### config.mk
export PLATFORM = sky130hd
export DESIGN_NAME = mem_bus_scheduler_flat
export DESIGN_NICKNAME = d
export VERILOG_FILES = /design/src/rtl/mem_bus_scheduler_if.sv /design/src/rtl/mem_bus_scheduler.sv /design/src/flat_wrapper.sv
export SDC_FILE = /design/constraint.sdc
export NUM_CORES = 1
export LEC_CHECK = 0
export CORE_AREA = 2 2 127 129
export CTS_CLUSTER_DIAMETER = 200
export DETAILED_ROUTE_END_ITERATION = 6
export DIE_AREA = 0 0 129 131
export PLACE_DENSITY = 0.69
export SYNTH_ARGS = -nofsm -noshare
export SYNTH_HDL_FRONTEND = slang
export SYNTH_SLANG_ARGS = --single-unit
### constraint.sdc
create_clock -name clk -period 2.2 [get_ports clk]
set_input_delay 0.44 -clock clk [delete_from_list [all_inputs] [get_ports clk]]
set_output_delay 0.44 -clock clk [all_outputs]
set_load 0.02 [all_outputs]
### src/rtl/mem_bus_scheduler_if.sv
// Signal bundle for mem_bus_scheduler: three requester ports plus the shared memory bus.
// slave = scheduler side, master = requesters/bus model side.
interface mem_bus_scheduler_if;
  logic [31:0] addr_a, addr_b, addr_c;
  logic [31:0] data_a, data_b, data_c;
  logic        we_a, we_b, we_c;
  logic        start_a, start_b, start_c;
  logic        done_a, done_b, done_c;
  logic [31:0] q;
  logic [26:0] bus_addr;
  logic [31:0] bus_data;
  logic        bus_we;
  logic        bus_start;
  logic [31:0] bus_q;
  logic        bus_done;
  logic        err_timeout;

  modport slave (
    input  addr_a, addr_b, addr_c, data_a, data_b, data_c,
    input  we_a, we_b, we_c, start_a, start_b, start_c,
    output done_a, done_b, done_c, q,
    output bus_addr, bus_data, bus_we, bus_start,
    input  bus_q, bus_done,
    output err_timeout
  );

  modport master (
    output addr_a, addr_b, addr_c, data_a, data_b, data_c,
    output we_a, we_b, we_c, start_a, start_b, start_c,
    input  done_a, done_b, done_c, q,
    input  bus_addr, bus_data, bus_we, bus_start,
    output bus_q, bus_done,
    input  err_timeout
  );
endinterface

### src/rtl/mem_bus_scheduler.sv
// Three-port memory bus scheduler: fixed priority A>B>C with starvation promotion.
// Optional bus watchdog enabled by defining MEM_BUS_TIMEOUT_EN.
module mem_bus_scheduler #(
  parameter int unsigned STARVE_LIMIT = 8
`ifdef MEM_BUS_TIMEOUT_EN
  , parameter int unsigned TIMEOUT_CYCLES = 1024
`endif
) (
  input logic                clk,
  input logic                reset,
  mem_bus_scheduler_if.slave mb
);
  localparam int unsigned   WW       = $clog2(STARVE_LIMIT + 1);
  localparam logic [WW-1:0] WAIT_MAX = WW'(STARVE_LIMIT);

  typedef enum logic {IDLE, BUSY} state_e;
  typedef enum logic [1:0] {GNT_NONE, GNT_A, GNT_B, GNT_C} grant_e;

  state_e        state_q, state_d;
  grant_e        grant_q, grant_d, winner;
  logic [26:0]   bus_addr_q, bus_addr_d;
  logic [31:0]   bus_data_q, bus_data_d;
  logic          bus_we_q, bus_we_d;
  logic          bus_start_q, bus_start_d;
  logic [WW-1:0] wait_q [3];
  logic [WW-1:0] wait_d [3];
  logic [2:0]    req, starving, win_vec;
  logic          fin;
  logic          tmo_hit;
  logic          unused_addr_hi;

  assign req            = {mb.start_c, mb.start_b, mb.start_a};
  assign unused_addr_hi = ^{mb.addr_a[31:27], mb.addr_b[31:27], mb.addr_c[31:27]};

  // Starved requesters outrank the fixed order; lowest index wins among them.
  always_comb begin
    win_vec = '0;
    winner  = GNT_NONE;
    for (int unsigned i = 0; i < 3; i++) begin
      starving[i] = req[i] && (wait_q[i] == WAIT_MAX);
    end
    if      (starving[0]) win_vec = 3'b001;
    else if (starving[1]) win_vec = 3'b010;
    else if (starving[2]) win_vec = 3'b100;
    else if (req[0])      win_vec = 3'b001;
    else if (req[1])      win_vec = 3'b010;
    else if (req[2])      win_vec = 3'b100;
    if      (win_vec[0]) winner = GNT_A;
    else if (win_vec[1]) winner = GNT_B;
    else if (win_vec[2]) winner = GNT_C;
  end

`ifdef MEM_BUS_TIMEOUT_EN
  localparam int unsigned TW = $clog2(TIMEOUT_CYCLES + 1);

  logic [TW-1:0] tmo_q, tmo_d;

  // Held at zero in IDLE so it always starts from zero on entry to BUSY.
  always_comb begin
    tmo_d = '0;
    if (state_q == BUSY) tmo_d = tmo_q + TW'(1);
  end

  assign tmo_hit = (state_q == BUSY) && !mb.bus_done && (tmo_q == TW'(TIMEOUT_CYCLES - 1));

  always_ff @(posedge clk) begin
    if (reset) tmo_q <= '0;
    else       tmo_q <= tmo_d;
  end
`else
  assign tmo_hit = 1'b0;
`endif

  always_comb begin
    state_d     = state_q;
    grant_d     = grant_q;
    bus_addr_d  = bus_addr_q;
    bus_data_d  = bus_data_q;
    bus_we_d    = bus_we_q;
    bus_start_d = bus_start_q;
    fin         = 1'b0;
    case (state_q)
      IDLE: begin
        if (winner != GNT_NONE) begin
          state_d     = BUSY;
          grant_d     = winner;
          bus_start_d = 1'b1;
          case (winner)
            GNT_A:   begin bus_addr_d = mb.addr_a[26:0]; bus_data_d = mb.data_a; bus_we_d = mb.we_a; end
            GNT_B:   begin bus_addr_d = mb.addr_b[26:0]; bus_data_d = mb.data_b; bus_we_d = mb.we_b; end
            GNT_C:   begin bus_addr_d = mb.addr_c[26:0]; bus_data_d = mb.data_c; bus_we_d = mb.we_c; end
            default: ;
          endcase
        end
      end
      BUSY: begin
        if (mb.bus_done || tmo_hit) begin
          fin         = 1'b1;
          state_d     = IDLE;
          grant_d     = GNT_NONE;
          bus_start_d = 1'b0;
        end
      end
      default: state_d = IDLE;
    endcase

    // Waiting continues to accrue while another port owns the bus.
    for (int unsigned i = 0; i < 3; i++) begin
      if (!req[i] || (state_q == IDLE && win_vec[i])) wait_d[i] = '0;
      else if (wait_q[i] != WAIT_MAX)                 wait_d[i] = wait_q[i] + WW'(1);
      else                                            wait_d[i] = wait_q[i];
    end
  end

  assign mb.bus_addr    = bus_addr_q;
  assign mb.bus_data    = bus_data_q;
  assign mb.bus_we      = bus_we_q;
  assign mb.bus_start   = (state_q == BUSY) && bus_start_q && !mb.bus_done && !tmo_hit;
  assign mb.done_a      = fin && (grant_q == GNT_A);
  assign mb.done_b      = fin && (grant_q == GNT_B);
  assign mb.done_c      = fin && (grant_q == GNT_C);
  assign mb.q           = tmo_hit ? 32'hDEAD_BEEF : mb.bus_q;
  assign mb.err_timeout = tmo_hit;

  always_ff @(posedge clk) begin
    if (reset) begin
      state_q     <= IDLE;
      grant_q     <= GNT_NONE;
      bus_addr_q  <= '0;
      bus_data_q  <= '0;
      bus_we_q    <= 1'b0;
      bus_start_q <= 1'b0;
      for (int unsigned i = 0; i < 3; i++) wait_q[i] <= '0;
    end else begin
      state_q     <= state_d;
      grant_q     <= grant_d;
      bus_addr_q  <= bus_addr_d;
      bus_data_q  <= bus_data_d;
      bus_we_q    <= bus_we_d;
      bus_start_q <= bus_start_d;
      for (int unsigned i = 0; i < 3; i++) wait_q[i] <= wait_d[i];
    end
  end
endmodule

### src/flat_wrapper.sv
// flat-port wrapper written by rule: the top's interface ports become plain ports
module mem_bus_scheduler_flat 
#(
  parameter int unsigned STARVE_LIMIT = 8

)
  (clk, reset, mb_addr_a, mb_addr_b, mb_addr_c, mb_data_a, mb_data_b, mb_data_c, mb_we_a, mb_we_b, mb_we_c, mb_start_a, mb_start_b, mb_start_c, mb_done_a, mb_done_b, mb_done_c, mb_q, mb_bus_addr, mb_bus_data, mb_bus_we, mb_bus_start, mb_bus_q, mb_bus_done, mb_err_timeout);
  mem_bus_scheduler_if mb_i ();
  input logic clk;
  input logic reset;
  input wire logic [$bits(mb_i.addr_a)-1:0] mb_addr_a;
  input wire logic [$bits(mb_i.addr_b)-1:0] mb_addr_b;
  input wire logic [$bits(mb_i.addr_c)-1:0] mb_addr_c;
  input wire logic [$bits(mb_i.data_a)-1:0] mb_data_a;
  input wire logic [$bits(mb_i.data_b)-1:0] mb_data_b;
  input wire logic [$bits(mb_i.data_c)-1:0] mb_data_c;
  input wire logic [$bits(mb_i.we_a)-1:0] mb_we_a;
  input wire logic [$bits(mb_i.we_b)-1:0] mb_we_b;
  input wire logic [$bits(mb_i.we_c)-1:0] mb_we_c;
  input wire logic [$bits(mb_i.start_a)-1:0] mb_start_a;
  input wire logic [$bits(mb_i.start_b)-1:0] mb_start_b;
  input wire logic [$bits(mb_i.start_c)-1:0] mb_start_c;
  output wire logic [$bits(mb_i.done_a)-1:0] mb_done_a;
  output wire logic [$bits(mb_i.done_b)-1:0] mb_done_b;
  output wire logic [$bits(mb_i.done_c)-1:0] mb_done_c;
  output wire logic [$bits(mb_i.q)-1:0] mb_q;
  output wire logic [$bits(mb_i.bus_addr)-1:0] mb_bus_addr;
  output wire logic [$bits(mb_i.bus_data)-1:0] mb_bus_data;
  output wire logic [$bits(mb_i.bus_we)-1:0] mb_bus_we;
  output wire logic [$bits(mb_i.bus_start)-1:0] mb_bus_start;
  input wire logic [$bits(mb_i.bus_q)-1:0] mb_bus_q;
  input wire logic [$bits(mb_i.bus_done)-1:0] mb_bus_done;
  output wire logic [$bits(mb_i.err_timeout)-1:0] mb_err_timeout;
  assign mb_i.addr_a = mb_addr_a;
  assign mb_i.addr_b = mb_addr_b;
  assign mb_i.addr_c = mb_addr_c;
  assign mb_i.data_a = mb_data_a;
  assign mb_i.data_b = mb_data_b;
  assign mb_i.data_c = mb_data_c;
  assign mb_i.we_a = mb_we_a;
  assign mb_i.we_b = mb_we_b;
  assign mb_i.we_c = mb_we_c;
  assign mb_i.start_a = mb_start_a;
  assign mb_i.start_b = mb_start_b;
  assign mb_i.start_c = mb_start_c;
  assign mb_done_a = mb_i.done_a;
  assign mb_done_b = mb_i.done_b;
  assign mb_done_c = mb_i.done_c;
  assign mb_q = mb_i.q;
  assign mb_bus_addr = mb_i.bus_addr;
  assign mb_bus_data = mb_i.bus_data;
  assign mb_bus_we = mb_i.bus_we;
  assign mb_bus_start = mb_i.bus_start;
  assign mb_i.bus_q = mb_bus_q;
  assign mb_i.bus_done = mb_bus_done;
  assign mb_err_timeout = mb_i.err_timeout;
  mem_bus_scheduler #(.STARVE_LIMIT(STARVE_LIMIT)) u_core (.clk(clk), .reset(reset), .mb(mb_i));
endmodule
==> flow_summary_export.csv, run 1 <==
group,metric,value,unit
routing,ant_nets,0,
grt,grt_pass1_wl,23.4,mm
timing,worst_pin_slew,0.617,ns
logic_synthesis,synth.distinct_cells,41,
routing,drt_wl_total,15.8,mm
cts,cts_tree,"done",
power,finalPower,4.27,mW
worst_setup_path,slowest_stage,"clkdlybuf4s50_1",
worst_setup_path,ff2ff_setup_slack,0.25,ns
routing,route.detailed.drc,0,
worst_setup_path,crit_required,1.76,ns
routing,first_pass_iters,4,
grt,track_usage,17.9,%
placement,placed_area,6970,um^2
power,p_leak,3.53,nW
placement,port_buffers,249,
worst_setup_path,rr_worst_depth,7,
worst_setup_path,worst-path-stages,4,
timing,hold_viol_final,0,
routing,drt-initial-drc-count,263,
cts,cts_buffers,9,
grt,grt_start_max_net_pins,36,
logic_synthesis,ys_ff_latch,76,
worst_setup_path,critPathLaunchType,"input pin",
routing,vias_per_cell,4.96,
logic_synthesis,syn_nets,720,
logic_synthesis,yosysWarnings,0,
cts,cts.sinks,76,
logic_synthesis,synth_area_leader_cell,"dfxtp_1",
grt,overflow,0,
timing,rsz0062_at_grt,"no",
timing,finalCriticalPeriod,2.08,ns
timing,setup_violations,0,
worst_setup_path,cp_num_buf_inv,3,
cts,cts_buffer_depth,2,
timing,clock_skew,0.0106,ns
logic_synthesis,synth.top_cell.area_share,35.1,%
routing,num_vias,4521,
cells_and_area,syn_to_final_growth,68.5,%
cts,clock_latency,0.33,ns
cts,htree_levels,3,
worst_setup_path,crit_path_max_incr_delay,0.44,ns
logic_synthesis,synth_area,4330,um^2
worst_setup_path,worst_path_dominant_cell_family,"buffers and inverters",
floorplan,coreArea,15600,um^2
min_path,worstHoldPathCells,2,
floorplan,die_w,129,um
cts,clk_pin_slew,0.06,ns
cts,root_buffer,"clkbuf_16",
power,pwr_density_cell,585,nW/um^2
worst_setup_path,timing.rr.start,"u_core.wait_q[0][8]",
cells_and_area,nets,930,
grt,grt_pass1_vias,4554,
cells_and_area,multiInputGateArea,2110,um^2
floorplan,die_y,131,um
cells_and_area,diodes,0,
worst_setup_path,reg2reg_to,"u_core.mb.bus_data[27]",
cells_and_area,fin_area,7300,um^2
power,vdd_drop_max,0.000401,V
worst_setup_path,path_cells,"clkdlybuf4s50_1 -> buf_4 -> nor3b_1 -> dlygate4sd2_1",
timing,fmax,0.481,GHz
outcome,status,"completed",
floorplan,initial_core_util,27.8,%
timing,relSlewSlack,58.2,%
min_path,hp-start,"u_core.wait_q[0][5]",
cells_and_area,fin_util,46.8,%
logic_synthesis,ys_seq_area_share,35.1,%
timing,slew_viol_final,0,
floorplan,dieArea,16900,um^2
worst_setup_path,arrival,1.64,ns
placement,place_inst,896,
placement,dp_hpwl,11.7,mm
logic_synthesis,synthCells,481,
placement,gp_congestion,0.820,
min_path,holdPathEnd,"u_core.wait_q[0][5]",
floorplan,io_pins,330,
cells_and_area,fin_cells,912,
floorplan,rows,46,
logic_synthesis,ys_top_cells_by_area,"dfxtp_1 (35%), a32o_2 (15%), a211o_1 (12%)",
cells_and_area,seqCellArea,1520,um^2
worst_setup_path,crit_type,"input pin to output pin",
timing,hold_slack,0.490,ns
worst_setup_path,crit_path_end_kind,"output pin",
timing,fin_crit_sh,94.5,%
worst_setup_path,path_max_fanout,3,
logic_synthesis,syn_avg_cell_area,9.01,um^2
cts,post-cts-setup-buffers,0,
grt,antenna_found_initial,0,
job,cap_violations,0,
routing,routedWlPerCell,17.4,um
cells_and_area,final_layout_size_suffix_gt1_share,14.9,%
min_path,hold_class,"flip-flop to flip-flop",
cells_and_area,n_fill_cell,1441,
## cell type report
type                    instances  share of cell area (%)
clock inverters                 3                   0.943
well taps                     216                    3.70
repair buffers                272                    38.5
flip-flops and latches         76                    20.9
inverters                      69                    3.55
clock buffers                  13                    3.57
multi-input cells             263                    28.9
## kinds of logic (layout without fill, tap and decap cells)
group                      Yosys count  after routing  share of synthesized area (%)
buffers and inverters              142            357                           16.9
other                                1              1                         0.0866
DFF                                 76             76                           35.1
xor gates and xnor gates             8              8                           1.62
adders and majority gates            6              6                           1.73
and+or+nand+nor                    107            107                           13.2
AOI/OAI and AO/OA                  141            141                           31.3
## worst max path at each step
| stage | startpoint | to | slack (ns) |
|---|---|---|---|
| 5_1_grt | mb_bus_done | mb_done_a | 0.009 |
| 6_report | mb_bus_done | mb_bus_start | 0.12 |
| 4_1_cts | mb_bus_done | mb_done_a | 0.10 |
| 3_5_place_dp | mb_bus_done | mb_bus_start | -0.17 |
| 2_1_floorplan | u_core.wait_q[0][4] | u_core.mb.bus_data[14] | 0.49 |
| 3_3_place_gp | mb_bus_done | mb_done_b | -0.22 |
## worst min-delay path: stages (launching register included)
cell and delay [ns]:
dfxtp_1 0.33, nand2_1 0.06, a21oi_1 0.05
## what timing repair did
action                                  in CTS  in global routing
gates resized for setup                      3                  1
pin swaps                                    0                  0
endpoints found under the setup margin       3                  1
hold buffers                                 0                  0
## per-stage QoR
stage          setup slack [ns]  TNS, ns
5_1_grt                 0.00891        0
6_report                  0.122        0
3_3_place_gp             -0.215    -3.61
2_1_floorplan             0.494        0
4_1_cts                   0.102        0
3_5_place_dp             -0.172    -4.50
## layer usage
| metal | vias to the layer above | global-route usage [%] | routed length [um] |
|---|---|---|---|
| met3 | 36 | 5.74 | 1520 |
| met1 | 2093 | 17.9 | 5720 |
| met4 | 0 | 7.99 | 462 |
| met5 | - | 0 | 0 |
| li1 | 2164 | - | - |
| met2 | 228 | 34.0 | 8140 |
## flip-flops by register name, indices dropped and copies added (netlist names)
| register | flops |
|---|---|
| u_core.mb.bus_we | 1 |
| u_core.wait_q | 12 |
| u_core.mb.bus_addr | 27 |
| u_core.grant_q | 2 |
| u_core.mb.bus_data | 32 |
| u_core.state_q | 1 |
| u_core.bus_start_q | 1 |
## cell usage after synthesis, drive strengths merged
cell type,n
inv,69
and3b,2
and4b,2
a32o,61
and2,1
nor3b,4
nor2b,1
nand3b,2
a211o,61
nand2,9
o211ai,2
dfxtp,76
a32oi,1
clkbuf,14
conb,1
or3,1
buf,59
and3,1
nand4b,3
nor2,12
nand2b,2
o311ai,1
ha,6
o21ai,3
a22oi,1
o21bai,1
nor3,64
xnor2,5
a21oi,10
nand3,3
xor2,3
## layout by cell type, fill, tap and decap left out, types with 6 or more instances in the layout
| master | instances |
|---|---|
| nor2_1 | 12 |
| a32o_2 | 59 |
| clkbuf_16 | 9 |
| clkdlybuf4s50_1 | 245 |
| dfxtp_1 | 75 |
| a211o_1 | 61 |
| a21oi_1 | 8 |
| nand2_1 | 8 |
| inv_1 | 69 |
| buf_12 | 12 |
| nor3_1 | 63 |
| ha_1 | 6 |
| buf_4 | 12 |
## where the power goes
group / leakage [nW] / internal [mW] / switching, mW
registers: 0.626 / 1.49 / 0.0662
logic: 2.74 / 0.653 / 0.430
clock network: 0.160 / 1.06 / 0.573
No activity file was read; power rests on OpenSTA's default activity.
==> run 2: changes to the inputs <==
--- a/config.mk
+++ b/config.mk
@@ -5,6 +5,7 @@
 export SDC_FILE = /design/constraint.sdc
 export NUM_CORES = 1
 export LEC_CHECK = 0
+export CAP_MARGIN = 10
 export CORE_AREA = 2 2 127 129
 export CTS_CLUSTER_DIAMETER = 200
 export DETAILED_ROUTE_END_ITERATION = 6
==> constraint.sdc (replaced) <==
create_clock -name clk -period 2.2 [get_ports clk]
set_input_delay 0.44 -clock clk [delete_from_list [all_inputs] [get_ports clk]]
set_output_delay 0.44 -clock clk [all_outputs]
set_load 0.005 [all_outputs]
==> flow_summary_export.csv, run 2 (same netlist as run 1, synthesis figures left out) <==
group,metric,value,unit
timing,fin_crit_sh,94.0,%
cts,root_buffer,"clkbuf_16",
power,internal_power,3.11,mW
cells_and_area,nets,930,
power,vdd_drop_max,0.000294,V
floorplan,coreArea,15600,um^2
floorplan,rows,46,
min_path,worstHoldPathCells,2,
cells_and_area,syn_to_final_growth,68.3,%
floorplan,initial_core_util,27.8,%
power,sw_frac_of_total,23.7,%
timing,slew_viol_final,0,
cells_and_area,fin_area,7290,um^2
power,p_leak,3.51,nW
placement,place_inst,896,
routing,routedWlPerCell,17.5,um
worst_setup_path,crit_required,1.76,ns
routing,drt_wl_total,15.9,mm
routing,drt-initial-drc-count,236,
job,cap_violations,0,
power,pwr-share-seq,38.1,%
cts,cts_tree,"done",
routing,route.detailed.drc,0,
timing,clock_skew,0.00770,ns
cells_and_area,layout_common_cells,"clkdlybuf4s50_1 (248), dfxtp_1 (75), inv_1 (69)",
cells_and_area,fin_cells,912,
timing,rsz0062_at_grt,"no",
power,pwr_density_cell,559,nW/um^2
timing,relSlewSlack,61.4,%
placement,dp_hpwl,11.8,mm
power,p_clk_share,38.3,%
floorplan,die_y,131,um
cts,post-cts-setup-buffers,0,
grt,track_usage,18.1,%
cts,cts_buffers,9,
placement,placed_area,6970,um^2
worst_setup_path,critPathLaunchType,"flip-flop",
power,switching_power,0.968,mW
floorplan,die_w,129,um
routing,num_vias,4580,
grt,overflow,0,
worst_setup_path,crit_path_end_kind,"output pin",
cts,clock_latency,0.34,ns
power,comb_power_share,23.7,%
min_path,hp-start,"u_core.grant_q[0]",
timing,fmax,0.484,GHz
worst_setup_path,ff2ff_setup_slack,0.23,ns
worst_setup_path,reg2reg_to,"u_core.mb.bus_addr[1]",
timing,hold_viol_final,0,
routing,vias_per_cell,5.02,
timing,setup_violations,0,
placement,gp_congestion,0.823,
routing,first_pass_iters,4,
cts,cts_buffer_depth,2,
routing,ant_nets,0,
cts,cts.sinks,76,
power,finalPower,4.08,mW
grt,grt_pass1_vias,4685,
worst_setup_path,startpoint,"u_core.state_q",
min_path,hold_class,"flip-flop to flip-flop",
worst_setup_path,arrival,1.63,ns
outcome,status,"completed",
timing,fin_tns_setup,0,ns
grt,antenna_found_initial,0,
worst_setup_path,rr_worst_depth,7,
floorplan,io_pins,330,
floorplan,dieArea,16900,um^2
min_path,holdPathEnd,"u_core.grant_q[0]",
cells_and_area,layout_commonest_cell,"clkdlybuf4s50_1",
worst_setup_path,crit_type,"flip-flop to output pin",
cells_and_area,diodes,0,
cts,hold_buffers,0,
worst_setup_path,timing.rr.start,"u_core.wait_q[0][8]",
timing,finalCriticalPeriod,2.07,ns
grt,grt_pass1_wl,23.7,mm
grt,grt_start_max_net_pins,36,
timing,worst_pin_slew,0.570,ns
cells_and_area,final_layout_size_suffix_gt1_share,15.1,%
placement,port_buffers,249,
cells_and_area,largest_reg_flops,32,
worst_setup_path,path_max_fanout,8,
cts,clk_pin_slew,0.06,ns
cts,htree_levels,3,
[run 2: changes by cell type in the layout (fill, tap and decap cells not counted), sizes merged]
cell           before  now
clkdlybuf4s50     245  248
dlygate4sd2         3    1
buf                24   23
bufinv              2    1
clkinv              1    2
[run 2: worst max-delay path: stages (launching register included)]
cell	delay, ns
dfxtp_2	0.42
nand2_1	0.11
nor3b_1	0.20
clkdlybuf4s50_1	0.55
[run 2: how the worst max path moves through the flow]
| stage | end | slack, ns | cells after the start |
|---|---|---|---|
| detailed placement | mb_done_a | -0.13 | 4 |
| finish | mb_done_b | 0.13 | 3 |
| CTS | mb_done_a | 0.09 | 3 |
| global route | mb_done_b | 0.02 | 3 |
| global placement | mb_done_b | -0.13 | 4 |
| floorplan | u_core.mb.bus_data[14] | 0.49 | 8 |
[run 2: what timing repair did]
item,CTS,global route
gates resized for setup,2,1
pin swaps,0,0
setup endpoints to repair,4,1
[run 2: power by group through the flow]
stage / Clock, mW / Sequential (mW) / Combinational [mW]
floorplan: 0 / 1.58 / 0.369
global placement: 0 / 1.58 / 0.952
detailed placement: 0 / 1.58 / 0.969
CTS: 1.63 / 1.55 / 0.973
global route: 1.67 / 1.56 / 1.04
finish: 1.56 / 1.55 / 0.965
[run 2: stage by stage]
| stage | utilization (%) | worst slack, ns | hold WS [ns] |
|---|---|---|---|
| after floorplan | - | 0.494 | 0.448 |
| after global placement | 44.7 | -0.129 | 0.463 |
| after detailed placement | 44.7 | -0.130 | 0.468 |
| after CTS | 46.7 | 0.0862 | 0.481 |
| after global routing | 46.8 | 0.0201 | 0.527 |
| final | 46.8 | 0.132 | 0.479 |
[run 2: layout make-up]
| type | count | area (um^2) |
|---|---|---|
| Multi-Input combinational cell | 263 | 2110 |
| Inverter | 69 | 259 |
| Tap cell | 216 | 270 |
| Clock inverter | 3 | 43.8 |
| Fill cell | 1485 | 8310 |
| Timing Repair Buffer | 272 | 2810 |
| Clock buffer | 13 | 270 |
| Sequential cell | 76 | 1520 |
[run 2: routing by layer]
metal  vias to the layer above  global-route usage [%]  routed length (um)
met5                         -                       0                   0
met4                         0                    7.86                 383
met3                        28                    5.42                1380
met2                       219                    35.1                8340
met1                      2165                    17.7                5820
li1                       2168                       -                   -
